[config.mk]
export PLATFORM = sky130hd
export DESIGN_NAME = memory_access_stage
export DESIGN_NICKNAME = d
export VERILOG_FILES = /design/src/rtl/memory_access_stage.sv
export SDC_FILE = /design/constraint.sdc
export NUM_CORES = 1
export LEC_CHECK = 0
export CORE_AREA = 3 3 123 125
export CTS_BUF_LIST = sky130_fd_sc_hd__clkbuf_4
export DETAILED_ROUTE_END_ITERATION = 7
export DIE_AREA = 0 0 126 128
export PLACE_DENSITY = 0.85
export SLEW_MARGIN = 5
export SYNTH_ARGS = -nofsm -noshare
export SYNTH_HDL_FRONTEND = slang
export SYNTH_SLANG_ARGS = --single-unit
[constraint.sdc]
create_clock -name clk -period 1.75 [get_ports clk]
set_input_delay 0.35 -clock clk [delete_from_list [all_inputs] [get_ports clk]]
set_output_delay 0.35 -clock clk [all_outputs]
set_load 0.05 [all_outputs]
[src/rtl/memory_access_stage.sv]
// MEM stage with data-memory handshake, load lane formatting and the MEM/WB register.
// Results reach the W outputs 1 cycle after the completing MEM cycle; StallM holds upstream while dmem_ready is low.
module memory_access_stage #(
  parameter int unsigned MAX_WAIT = 16
) (
  input  logic        clk,
  input  logic        rst,
  input  logic        RegWriteM,
  input  logic [1:0]  ResultSrcM,
  input  logic        MemWriteM,
  input  logic [2:0]  funct3M,
  input  logic [31:0] ALUResultM,
  input  logic [31:0] WriteDataM,
  input  logic [4:0]  RdM,
  input  logic [31:0] PCPlus4M,
  output logic        dmem_req,
  output logic        dmem_we,
  output logic [31:0] dmem_addr,
  output logic [31:0] dmem_wdata,
  output logic [3:0]  dmem_wstrb,
  input  logic [31:0] dmem_rdata,
  input  logic        dmem_ready,
  output logic        StallM,
  output logic        MisalignM,
  output logic        BusErrM,
  output logic        RegWriteW_reg,
  output logic [1:0]  ResultSrcW,
  output logic [31:0] ALUResultW,
  output logic [31:0] ReadDataW,
  output logic [4:0]  RdW,
  output logic [31:0] PCPlus4W
);

  typedef enum logic {S_IDLE = 1'b0, S_WAIT = 1'b1} state_t;

  // Last WAIT-cycle count value before the access is declared dead.
  localparam logic [7:0] WaitLast = 8'(MAX_WAIT - 1);

  state_t      state_q, state_d;
  logic [7:0]  cnt_q, cnt_d;

  logic        is_load, memop, sz_byte, sz_half, sz_word;
  logic        misaligned, access, timeout, waiting, bubble;
  logic [1:0]  lane;
  logic [7:0]  ld_byte;
  logic [15:0] ld_half;
  logic [31:0] ld_fmt;
  logic [3:0]  strb;
  logic [31:0] wdat;

  logic        rw_q, rw_d;
  logic [1:0]  rs_q, rs_d;
  logic [31:0] alu_q, alu_d;
  logic [31:0] rdat_q, rdat_d;
  logic [4:0]  rd_q, rd_d;
  logic [31:0] pc4_q, pc4_d;

  assign lane       = ALUResultM[1:0];
  assign is_load    = (ResultSrcM == 2'b01);
  assign memop      = is_load | MemWriteM;
  assign sz_byte    = (funct3M[1:0] == 2'b00);
  assign sz_half    = (funct3M[1:0] == 2'b01);
  assign sz_word    = ~sz_byte & ~sz_half;
  assign misaligned = (sz_half & lane[0]) | (sz_word & (lane != 2'b00));
  assign access     = memop & ~misaligned;
  assign timeout    = (state_q == S_WAIT) & (cnt_q == WaitLast);
  assign waiting    = access & ~dmem_ready & ~timeout;
  assign bubble     = waiting | (memop & misaligned) | timeout;

  always_comb begin
    state_d = state_q;
    cnt_d   = cnt_q;
    case (state_q)
      S_IDLE: begin
        cnt_d = '0;
        if (access & ~dmem_ready) state_d = S_WAIT;
      end
      S_WAIT: begin
        if (timeout | dmem_ready | ~access) begin
          state_d = S_IDLE;
          cnt_d   = '0;
        end else begin
          cnt_d = cnt_q + 8'd1;
        end
      end
      default: begin
        state_d = S_IDLE;
        cnt_d   = '0;
      end
    endcase
  end

  // Store lane replication; anything that is not byte or half is a full word.
  always_comb begin
    strb = 4'b0000;
    wdat = WriteDataM;
    if (sz_byte) begin
      strb = 4'b0001 << lane;
      wdat = {4{WriteDataM[7:0]}};
    end else if (sz_half) begin
      strb = 4'b0011 << lane;
      wdat = {2{WriteDataM[15:0]}};
    end else begin
      strb = 4'hF;
    end
    if (!MemWriteM) strb = 4'b0000;
  end

  always_comb begin
    case (lane)
      2'd0:    ld_byte = dmem_rdata[7:0];
      2'd1:    ld_byte = dmem_rdata[15:8];
      2'd2:    ld_byte = dmem_rdata[23:16];
      default: ld_byte = dmem_rdata[31:24];
    endcase
    ld_half = lane[1] ? dmem_rdata[31:16] : dmem_rdata[15:0];
    case (funct3M)
      3'b000:  ld_fmt = {{24{ld_byte[7]}}, ld_byte};
      3'b001:  ld_fmt = {{16{ld_half[15]}}, ld_half};
      3'b100:  ld_fmt = {24'b0, ld_byte};
      3'b101:  ld_fmt = {16'b0, ld_half};
      default: ld_fmt = dmem_rdata;
    endcase
  end

  // Gating with rst drops the request and status outputs the moment reset asserts.
  assign dmem_req   = rst & access & ~timeout;
  assign dmem_we    = MemWriteM;
  assign dmem_addr  = {ALUResultM[31:2], 2'b00};
  assign dmem_wdata = wdat;
  assign dmem_wstrb = strb;
  assign StallM     = rst & waiting;
  assign MisalignM  = rst & memop & misaligned;
  assign BusErrM    = rst & timeout;

  always_comb begin
    rw_d   = RegWriteM & ~bubble;
    rs_d   = ResultSrcM;
    alu_d  = ALUResultM;
    rdat_d = is_load ? ld_fmt : 32'd0;
    rd_d   = RdM;
    pc4_d  = PCPlus4M;
  end

  always_ff @(posedge clk or negedge rst) begin
    if (!rst) begin
      state_q <= S_IDLE;
      cnt_q   <= '0;
      rw_q    <= 1'b0;
      rs_q    <= '0;
      alu_q   <= '0;
      rdat_q  <= '0;
      rd_q    <= '0;
      pc4_q   <= '0;
    end else begin
      state_q <= state_d;
      cnt_q   <= cnt_d;
      rw_q    <= rw_d;
      rs_q    <= rs_d;
      alu_q   <= alu_d;
      rdat_q  <= rdat_d;
      rd_q    <= rd_d;
      pc4_q   <= pc4_d;
    end
  end

  assign RegWriteW_reg = rw_q;
  assign ResultSrcW    = rs_q;
  assign ALUResultW    = alu_q;
  assign ReadDataW     = rdat_q;
  assign RdW           = rd_q;
  assign PCPlus4W      = pc4_q;

endmodule
==> impl_metrics.py, run 1 <==
metrics = {
    "grt": {
        "grt_max_degree": 113,
        "grt_usage_pct": 20.2,
        "grt_pass1_wl_um": 25500,
        "antenna_found_initial": 1,
        "first_global_vias": 4608,
        "grt.overflow.total": 0,
    },
    "synthesis": {
        "synth_cells": 348,
        "async_reset_ff_share_pct": 100,
        "ys_types": 42,
        "seq_area_frac_synth_pct": 62.5,
        "synth_top_area_share_pct": 62.5,
        "syn_area_um2": 4520,
        "yosys-top-cells-count": "dfrtp_1 (113), buf_4 (44), nor2_1 (22)",
        "synth.area.top_cells": "dfrtp_1 (63%), buf_4 (7.3%), mux2_2 (4.2%)",
        "yosysMostFrequentCell": "dfrtp_1",
        "synth_edf_count": 0,
        "ys.flop_type": "dfrtp_1",
        "synth.ff_latch_count": 113,
        "yosys_warnings": 0,
        "synth_area_per_cell_um2": 13.0,
        "synth_top_cell_by_area": "dfrtp_1",
    },
    "timing": {
        "worstMarginPinSlew_ns": 0.641,
        "hold_violations": 0,
        "clock_skew_ns": 0.00359,
        "setup_ws_ns": -0.357,
        "fin_tns_setup_ns": -0.986,
        "holdWs_ns": 0.103,
        "period_share_pct": 120,
        "setup_violations": 3,
        "fmax_ghz": 0.475,
        "period_minus_slack_ns": 2.11,
        "max_slew_margin_pct": 57.3,
        "rsz0062_at_grt": "true",
        "slew_viol_final": 0,
    },
    "cts": {
        "cts_buffer_depth": 2,
        "cts.sinks": 113,
        "cts_inserted_buffers": 17,
        "clkLatencyLatePin_ns": 0.50,
        "clockRootBuffer": "clkbuf_4",
        "path_clk_slew_ns": 0.11,
        "cts_tree": "built",
        "cts_max_level": 4,
    },
    "placement": {
        "place_congestion": 0.880,
        "io_buffers": 317,
        "dpl_cell_area_um2": 8140,
        "dp_hpwl_um": 13100,
        "place_ws_ns": -0.923,
    },
    "critical_path": {
        "cp_max_fo": 3,
        "required_ns": 1.40,
        "crit_path_end_kind": "output pin",
        "worstSetupPathType": "reg -> out",
        "worst_setup_path_start_kind": "flop",
        "worstPathArrival_ns": 1.76,
    },
    "routing": {
        "num_vias": 4149,
        "avgRoutedWirePerCell_um": 18.8,
        "drt_iter0_drc": 275,
        "first_pass_iters": 5,
        "drc": 0,
        "ant_nets": 0,
        "postRouteWirelength_um": 16600,
        "viasPerCell": 4.70,
    },
    "min_path": {
        "hold_class": "in -> reg",
    },
    "final_layout": {
        "multiInputGateArea_um2": 1480,
        "drive_gt1_share_pct": 46.9,
        "area_growth_pct": 94.9,
        "fill_cells": 1077,
        "fin_area_um2": 8810,
        "nets": 838,
        "ff_latch_area_um2": 2830,
    },
    "power": {
        "vdd_ir_drop_max_mv": 0.409,
        "p_total_mw": 7.21,
        "p_leak_nw": 4.18,
        "powerDensity_nw_per_um2": 819,
    },
    "floorplan": {
        "fp.dieW_um": 126,
        "rows": 43,
        "die_y_um": 128,
        "die_area_um2": 16100,
        "start_util_pct": 32.3,
        "ios": 320,
        "core_area_um2": 14000,
    },
    "outcome": {
        "violations": "setup timing",
        "status": "finished, violations left",
    },
    "run": {
        "max-cap-violations": 0,
    },
}
==> worst max-delay path, cell delays in order (launching register included) <==
cell and delay [ns]:
dfrtp_1 0.43, ha_4 0.18, nand3_2 0.06, nand4bb_4 0.14, nand2_2 0.11, nor3_4 0.15, buf_6 0.18
==> placed cells by master, fill, tap and decap left out, types with 3 or more instances in the layout <==
| cell type | count |
|---|---|
| a21o_1 | 9 |
| a21o_2 | 9 |
| a21oi_1 | 9 |
| a221o_1 | 7 |
| a221oi_1 | 7 |
| a22oi_1 | 8 |
| buf_12 | 55 |
| buf_4 | 165 |
| buf_6 | 10 |
| bufinv_16 | 4 |
| clkbuf_4 | 19 |
| clkdlybuf4s50_1 | 134 |
| clkinv_4 | 4 |
| clkinvlp_4 | 4 |
| dfrtp_1 | 113 |
| dlygate4sd3_1 | 4 |
| ha_2 | 3 |
| inv_1 | 5 |
| mux2_2 | 16 |
| mux2i_1 | 8 |
| nand2_1 | 14 |
| nand2b_4 | 3 |
| nor2_1 | 18 |
| nor2_4 | 4 |
| nor3_1 | 9 |
| o21a_1 | 3 |
| o21ai_2 | 7 |
| xnor2_1 | 3 |
| xor2_1 | 3 |
==> timing repair <==
item	in CTS	in global routing
hold buffers	3	1
endpoints found under the setup margin	41	10
buffers inserted	13	2
endpoints found under the hold margin	115	1
gates resized for setup	45	11
pin swaps	11	3
==> power breakdown <==
part	total (mW)	switching (mW)	internal, mW
Clock	2.21	1.07	1.15
Combinational	2.23	1.29	0.942
Sequential	2.77	0.0396	2.73
Total	7.21	2.40	4.82
==> area by class of cell <==
cell class              instances  area share [%]
inverters                       7           0.298
diodes                          1          0.0284
multi-input cells             174            16.8
flip-flops and latches        113            32.1
well taps                     180            2.56
repair buffers                376            44.5
clock buffers                  17            1.45
clock inverters                15            2.36
==> cells by family (layout without fill, tap and decap cells) <==
| group | Yosys count | after routing | share of synthesized area, % |
|---|---|---|---|
| fa+ha+maj | 6 | 6 | 1.66 |
| simple gates | 63 | 63 | 6.72 |
| compound gates | 71 | 71 | 12.5 |
| buf+inv | 62 | 415 | 9.16 |
| mux | 26 | 26 | 6.23 |
| other cells | 1 | 3 | 0.0829 |
| flops | 113 | 113 | 62.5 |
| xor+xnor | 6 | 6 | 1.16 |
==> path summary, 6_finish.rpt <==
check,startpoint,to,slack (ns),cells after the start
max,cnt_q[0]$_DFF_PN0_,StallM,-0.36,6
min,ResultSrcM[0],ResultSrcW[0]$_DFF_PN0_,0.10,2
max reg2reg,cnt_q[0]$_DFF_PN0_,cnt_q[4]$_DFF_PN0_,0.26,8
min reg2reg,cnt_q[3]$_DFF_PN0_,cnt_q[3]$_DFF_PN0_,0.63,2
max in group asynchronous,rst,ReadDataW[30]$_DFF_PN0_,0.65,3
min in group asynchronous,rst,RegWriteW_reg$_DFF_PN0_,0.21,2
==> layer usage <==
layer	global-route usage (%)	part of all wire, %
met1	20.1	32
met2	38.9	56
met3	6.79	9.7
met4	7.57	2.1
met5	0	0
==> per-stage QoR <==
step | std cells | utilization, %
4_1_cts | 879 | 62.5
2_1_floorplan | 349 | -
6_report | 883 | 63.0
3_3_place_gp | 832 | 58.2
5_1_grt | 883 | 63.0
3_5_place_dp | 832 | 58.2
No activity file was read; power rests on OpenSTA's default activity.
==> inputs of run 2 (changes only) <==
Settings changed: CTS_CLUSTER_SIZE set to 28.
==> results of run 2 <==
Final layout, timing and power as in run 1 (identical DEF).
